--- src/rtl/cpu_pkg.sv ---
// Shared CPU definitions: instruction field positions, memory opcode and MEM-stage FSM states.
package cpu_pkg;

    localparam int unsigned INST_OPC_HI = 27;
    localparam int unsigned INST_OPC_LO = 26;
    localparam int unsigned INST_B_BIT  = 22;
    localparam int unsigned INST_L_BIT  = 20;
    localparam int unsigned INST_RD_HI  = 15;
    localparam int unsigned INST_RD_LO  = 12;

    localparam logic [1:0] OPC_MEM = 2'b01;

    typedef enum logic [1:0] {
        StIdle,
        StWaitRsp,
        StDrain
    } mem_state_e;

    function automatic logic is_mem_op(input logic [31:0] inst);
        return inst[INST_OPC_HI:INST_OPC_LO] == OPC_MEM;
    endfunction

endpackage

--- src/rtl/mem_lane_align.sv ---
// Byte-lane steering for the data-memory port: byte enables, store replication and
// load lane extraction (zero-extended for byte accesses).
module mem_lane_align #(
    parameter int unsigned DATA_W = 32,
    parameter int unsigned LB     = $clog2(DATA_W / 8)
) (
    input  logic [LB-1:0]       addr_lo_i,
    input  logic                byte_i,
    input  logic [DATA_W-1:0]   store_data_i,
    input  logic [DATA_W-1:0]   rdata_i,
    output logic [DATA_W/8-1:0] be_o,
    output logic [DATA_W-1:0]   wdata_o,
    output logic [DATA_W-1:0]   rdata_o
);

    localparam int unsigned NB = DATA_W / 8;

    always_comb begin
        be_o    = '0;
        wdata_o = '0;
        rdata_o = '0;
        if (byte_i) begin
            be_o[addr_lo_i] = 1'b1;
            for (int i = 0; i < NB; i++) begin
                wdata_o[i*8 +: 8] = store_data_i[7:0];
                if (addr_lo_i == LB'(i)) begin
                    rdata_o[7:0] = rdata_i[i*8 +: 8];
                end
            end
        end else begin
            be_o    = '1;
            wdata_o = store_data_i;
            rdata_o = rdata_i;
        end
    end

endmodule

--- src/rtl/mem_stage.sv ---
// Memory-access pipeline stage: issues one data-memory access at a time, stalls upstream
// until it completes and registers results for writeback.
module mem_stage
    import cpu_pkg::*;
#(
    parameter int unsigned DATA_W = 32,
    parameter int unsigned ADDR_W = 32,
    parameter int unsigned REG_W  = 4
) (
    input  logic                clk_i,
    input  logic                reset_i,
    input  logic [DATA_W-1:0]   alu_data_i,
    input  logic [DATA_W-1:0]   store_data_i,
    input  logic [31:0]         inst_i,
    input  logic                valid_i,
    input  logic                do_write_i,
    input  logic                flush_i,
    output logic                stall_o,
    output logic                dmem_req_o,
    output logic                dmem_we_o,
    output logic [ADDR_W-1:0]   dmem_addr_o,
    output logic [DATA_W-1:0]   dmem_wdata_o,
    output logic [DATA_W/8-1:0] dmem_be_o,
    input  logic                dmem_gnt_i,
    input  logic                dmem_rvalid_i,
    input  logic [DATA_W-1:0]   dmem_rdata_i,
    output logic [DATA_W-1:0]   alu_data_o,
    output logic [DATA_W-1:0]   mem_data_o,
    output logic [REG_W-1:0]    wb_addr_o,
    output logic                valid_o,
    output logic                do_write_o,
    output logic                load_o,
    output logic                flush_o
);

    localparam int unsigned LB = $clog2(DATA_W / 8);

    mem_state_e r_state;
    mem_state_e w_state_d;

    logic              w_mem_op;
    logic              w_load;
    logic              w_byte;
    logic              w_active;
    logic              w_stall;
    logic              w_load_done;
    logic              w_drop;
    logic              w_valid_in;
    logic [DATA_W-1:0] w_rdata_al;
    logic [ADDR_W-1:0] w_addr;
    logic              w_unused_inst;

    logic [DATA_W-1:0] r_alu_data;
    logic [DATA_W-1:0] r_mem_data;
    logic [REG_W-1:0]  r_wb_addr;
    logic              r_valid;
    logic              r_do_write;
    logic              r_load;
    logic              r_flush;

    assign w_mem_op      = is_mem_op(inst_i);
    assign w_load        = inst_i[INST_L_BIT];
    assign w_byte        = inst_i[INST_B_BIT];
    assign w_active      = valid_i & w_mem_op & ~flush_i;
    assign w_unused_inst = ^inst_i;

    // Lane-aligned address; alu_data_i is zero-extended or truncated to ADDR_W.
    always_comb begin
        w_addr = '0;
        for (int i = 0; i < int'(ADDR_W) && i < int'(DATA_W); i++) begin
            w_addr[i] = alu_data_i[i];
        end
        w_addr[LB-1:0] = '0;
    end

    mem_lane_align #(
        .DATA_W (DATA_W)
    ) u_lane_align (
        .addr_lo_i    (alu_data_i[LB-1:0]),
        .byte_i       (w_byte),
        .store_data_i (store_data_i),
        .rdata_i      (dmem_rdata_i),
        .be_o         (dmem_be_o),
        .wdata_o      (dmem_wdata_o),
        .rdata_o      (w_rdata_al)
    );

    assign dmem_addr_o = w_addr;
    assign dmem_we_o   = w_active & ~w_load;

    // The response cycle itself is not stalled so results capture on the edge ending it.
    always_comb begin
        w_state_d   = r_state;
        dmem_req_o  = 1'b0;
        w_stall     = 1'b0;
        w_load_done = 1'b0;
        w_drop      = 1'b0;
        unique case (r_state)
            StIdle: begin
                dmem_req_o = w_active;
                if (w_active) begin
                    if (dmem_gnt_i && w_load) begin
                        w_state_d = StWaitRsp;
                    end
                    if (!(dmem_gnt_i && !w_load)) begin
                        w_stall = 1'b1;
                    end
                end
            end
            StWaitRsp: begin
                if (dmem_rvalid_i) begin
                    w_state_d   = StIdle;
                    w_load_done = 1'b1;
                end else begin
                    w_stall = 1'b1;
                    if (flush_i) begin
                        w_state_d = StDrain;
                    end
                end
            end
            StDrain: begin
                if (dmem_rvalid_i) begin
                    w_state_d = StIdle;
                    w_drop    = 1'b1;
                end else begin
                    w_stall = 1'b1;
                end
            end
            default: w_state_d = StIdle;
        endcase
    end

    assign stall_o    = w_stall;
    assign w_valid_in = valid_i & ~flush_i & ~w_drop;

    always_ff @(posedge clk_i or posedge reset_i) begin
        if (reset_i) begin
            r_state <= StIdle;
        end else begin
            r_state <= w_state_d;
        end
    end

    always_ff @(posedge clk_i or posedge reset_i) begin
        if (reset_i) begin
            r_alu_data <= '0;
            r_mem_data <= '0;
            r_wb_addr  <= '0;
            r_valid    <= 1'b0;
            r_do_write <= 1'b0;
            r_load     <= 1'b0;
            r_flush    <= 1'b0;
        end else begin
            r_flush <= flush_i;
            if (!w_stall) begin
                r_alu_data <= alu_data_i;
                r_wb_addr  <= inst_i[INST_RD_LO +: REG_W];
                r_valid    <= w_valid_in;
                r_do_write <= do_write_i & w_valid_in & ~(w_mem_op & ~w_load);
                r_load     <= w_valid_in & w_mem_op & w_load;
                if (w_load_done && !flush_i) begin
                    r_mem_data <= w_rdata_al;
                end
            end else begin
                r_valid    <= 1'b0;
                r_do_write <= 1'b0;
                r_load     <= 1'b0;
            end
        end
    end

    assign alu_data_o = r_alu_data;
    assign mem_data_o = r_mem_data;
    assign wb_addr_o  = r_wb_addr;
    assign valid_o    = r_valid;
    assign do_write_o = r_do_write;
    assign load_o     = r_load;
    assign flush_o    = r_flush;

endmodule
--- config.mk ---
export PLATFORM = sky130hd
export DESIGN_NAME = mem_stage
export DESIGN_NICKNAME = d
export VERILOG_FILES = /design/src/rtl/cpu_pkg.sv /design/src/rtl/mem_lane_align.sv /design/src/rtl/mem_stage.sv
export SDC_FILE = /design/constraint.sdc
export NUM_CORES = 1
export LEC_CHECK = 0
export ABC_CLOCK_PERIOD_IN_PS = 3550
export BUFFER_PORTS_ARGS = -buffer_cell sky130_fd_sc_hd__buf_2
export CAP_MARGIN = 0
export CORE_MARGIN = 10
export CORE_UTILIZATION = 45
export DETAILED_ROUTE_END_ITERATION = 8
export GPL_ROUTABILITY_DRIVEN = 0
export GPL_TIMING_DRIVEN = 0
export HOLD_SLACK_MARGIN = 0.12
export MAX_ROUTING_LAYER = met4
export PLACE_DENSITY = 0.94
export SETUP_SLACK_MARGIN = 0.1
export SLEW_MARGIN = 0
export SYNTH_ARGS = -nofsm -noshare
export SYNTH_HDL_FRONTEND = slang
export SYNTH_SLANG_ARGS = --single-unit
--- constraint.sdc ---
create_clock -name clk_i -period 3.55 [get_ports clk_i]
set_input_delay 0.1775 -clock clk_i [delete_from_list [all_inputs] [get_ports clk_i]]
set_output_delay 0.1775 -clock clk_i [all_outputs]
set_load 0.01 [all_outputs]
==> flow_metrics.py <==
metrics = {
    "worst_setup_path": {
        "path_cells": "inv_1 > ha_1 > nor3b_1 > a41oi_2 > buf_6 > buf_6 > inv_1 > buf_2",
        "startpoint_type": "flop",
        "cp.arrival_ns": 2.08,
        "slowest_delay_ns": 0.41,
        "rrSetupSlack_ns": 1.56,
        "endpoint_kind": "primary output",
        "cp_max_fo": 10,
        "r2r_start": "r_state[0]",
        "critPathRequiredTime_ns": 3.37,
        "worst-setup-path-type": "reg -> out",
        "r2r_cells": 7,
        "r2r-end": "alu_data_o[4]",
        "cpMaxStageDelayCell": "dfrtp_1",
    },
    "logic_synthesis": {
        "async_flop_share_pct": 100,
        "ys.flop_type": "dfrtp_1",
        "ys_ff_latch": 74,
        "yosysWarnings": 0,
        "syn-cell-area_um2": 4010,
        "synth.area.top_cells": "dfrtp_1 46%, buf_4 7.7%, o21ai_0 7.1%",
        "netlist.area_leader.share_pct": 46.2,
        "netlist_instances": 409,
        "synth_top_cell_by_area": "dfrtp_1",
        "synthDistinctLibCells": 32,
        "synth_edf_count": 0,
        "synth.avg_cell_area_um2": 9.79,
        "ys_seq_area_share_pct": 46.2,
    },
    "routing": {
        "ant_nets": 0,
        "drt_iter0_drc": 327,
        "drtPass1Iterations": 5,
        "via_per_inst": 5.19,
        "wl_per_cell_um": 19.6,
        "remaining_drc_errors": 0,
        "vias": 4352,
        "wirelength_um": 16400,
    },
    "placement": {
        "place_hpwl_um": 12000,
        "numPortBuffers": 249,
        "place_ws_ns": 1.58,
        "postPlaceCellArea_um2": 5390,
    },
    "global_route": {
        "globalRouteOverflowTotal": 0,
        "grt_pass1_vias": 4624,
        "grtUsageTotal_pct": 24.8,
        "grt_max_degree": 75,
        "grt_pass1_wl_um": 24900,
        "antenna_found_initial": 3,
    },
    "sta": {
        "timing.fmax_mhz": 443,
        "relSlewSlack_pct": 40.1,
        "maxSlewViolCount": 0,
        "setup_ws_ns": 1.29,
        "post-route-period-util_pct": 63.6,
        "fin_tns_setup_ns": 0,
        "period_minus_slack_ns": 2.26,
        "worst_slew_pin_slew_ns": 0.898,
        "grt_setup_unrepaired": "no",
        "fin_skew_ns": 0.00643,
        "setup_viol": 0,
        "finalHoldViolCount": 0,
    },
    "clock_tree": {
        "htreeDepth": 3,
        "ctsResizeCount": 0,
        "cts_root_buffer": "clkbuf_8",
        "clkTransAtPathRegs_ns": 0.08,
        "cts_tree": "built",
        "cts_sinks": 74,
        "clock_path_buffers": 2,
        "insertion_delay_ns": 0.33,
        "cts_setup_buffers": 0,
        "cts_made_buffers": 9,
    },
    "power_and_ir_drop": {
        "power_density_nw_per_um2": 490,
        "p_leak_nw": 3.34,
        "max-vdd-ir-drop_uv": 232,
    },
    "die": {
        "die_h_um": 114,
        "ios": 278,
        "num_rows": 34,
        "initial_utilization_pct": 46.2,
        "die_area_um2": 13100,
        "die_w_um": 114,
        "core-area_um2": 8680,
    },
    "worst_hold_path": {
        "holdPathStages": 2,
        "min-delay-start": "inst_i[20]",
        "hold_end": "load_o",
        "hold_path_class": "in -> reg",
    },
    "final_layout": {
        "area_growth_pct": 52.7,
        "final_area_um2": 6110,
        "fin_nets": 861,
        "drive_above_1_share_pct": 49.0,
    },
    "run": {
        "cap_viol_max_count": 0,
    },
    "run_status": {
        "status": "finished, final reports clean",
    },
}
## cells in the mapped netlist, types with 4 or more instances
library cell and instances:
mux2_2 17, a21oi_1 10, o31ai_1 6, mux2_4 19, nand2b_1 23, o221ai_1 6
nand3_1 6, nor2b_1 5, o21ai_0 57, nand2_1 47, ha_1 4, buf_4 41
dfrtp_1 74, buf_2 9, nand3b_1 7, clkbuf_1 10, inv_1 37, nor2_1 7
## flip-flops by register name, summed over array words and instances, names as in the netlist
register and count:
alu_data_o 32, do_write_o 1, flush_o 1, load_o 1, mem_data_o 32, r_state 2, valid_o 1, wb_addr_o 4
## worst max path at each step
stage	startpoint	end	slack, ns	cells past startpoint
2_1_floorplan	reset_i	alu_data_o[0]	1.49	1
3_3_place_gp	reset_i	alu_data_o[24]	0.78	2
3_5_place_dp	r_state[0]	alu_data_o[4]	1.58	7
4_1_cts	r_state[0]	stall_o	1.27	8
5_1_grt	r_state[0]	stall_o	1.17	8
6_report	r_state[0]	stall_o	1.29	8
## per-stage QoR
| stage | utilization, % | total power, mW | instances | hold slack [ns] |
|---|---|---|---|---|
| after floorplan | - | 1.80 | 410 | 0.209 |
| after global placement | 62.1 | 2.26 | 767 | 0.347 |
| after detailed placement | 62.1 | 2.31 | 767 | 0.362 |
| after CTS | 70.4 | 3.00 | 835 | 0.121 |
| after global routing | 70.5 | 3.17 | 838 | 0.130 |
| final | 70.5 | 2.99 | 838 | 0.140 |
## cell type report
type | instances | area, um^2
Antenna cell | 3 | 7.51
Buffer | 64 | 439
Clock buffer | 10 | 128
Clock inverter | 6 | 66.3
Fill cell | 616 | 2560
Inverter | 37 | 141
Multi-Input combinational cell | 235 | 1580
Sequential cell | 74 | 1850
Tap cell | 108 | 135
Timing Repair Buffer | 301 | 1770
## metal layers
metal / vias to the layer above / routed length [um] / track usage, %
li1: 1945 / - / -
met1: 2022 / 6020 / 26.1
met2: 329 / 8020 / 41.5
met3: 56 / 1780 / 8.44
met4: 0 / 611 / 10.8
met5: - / 0 / -
## power breakdown
| group | switching [mW] | total [mW] | internal (mW) |
|---|---|---|---|
| registers | 0.126 | 1.19 | 1.07 |
| logic | 0.613 | 1.16 | 0.550 |
| clock network | 0.312 | 0.638 | 0.326 |
## cell families (layout without fill, tap and decap cells)
logic type,Yosys count,in the layout,synth area share (%)
AO/OA/AOI/OAI,87,87,12.4
adder cells (fa/ha/maj),4,4,1.25
buffers and inverters,101,418,14.4
flip-flops,74,74,46.2
multiplexers,39,39,12.7
other,1,5,0.0936
AND/OR/NAND/NOR,103,103,13.0
## worst max-delay path: cells and delay by family, from the launching register on
kind            cells  cell delay [ns]
compound gates      1             0.23
flops               1             0.41
fa+ha+maj           1             0.29
buf+inv             5             0.69
simple gates        1             0.15
## cells in the final DEF (no fill, tap or decap), types with 6 or more instances in the layout
| master | netlist | layout |
|---|---|---|
| clkbuf_1 | 10 | 11 |
| nand2_1 | 47 | 47 |
| nand3b_1 | 7 | 7 |
| buf_4 | 41 | 41 |
| buf_2 | 9 | 258 |
| o21ai_0 | 57 | 57 |
| mux2_2 | 17 | 17 |
| o31ai_1 | 6 | 6 |
| dfrtp_1 | 74 | 74 |
| mux2_4 | 19 | 19 |
| a21oi_1 | 10 | 10 |
| nor2_1 | 7 | 7 |
| inv_1 | 37 | 36 |
| o221ai_1 | 6 | 6 |
| dlygate4sd3_1 | 0 | 52 |
| nand3_1 | 6 | 6 |
| nand2b_1 | 23 | 23 |
| clkbuf_8 | 0 | 9 |
## timing repair
item	4_1_cts	5_1_grt
setup endpoints to repair	0	0
hold buffers	52	0
endpoints found under the hold margin	125	0
(Power assumes the default switching activity.)
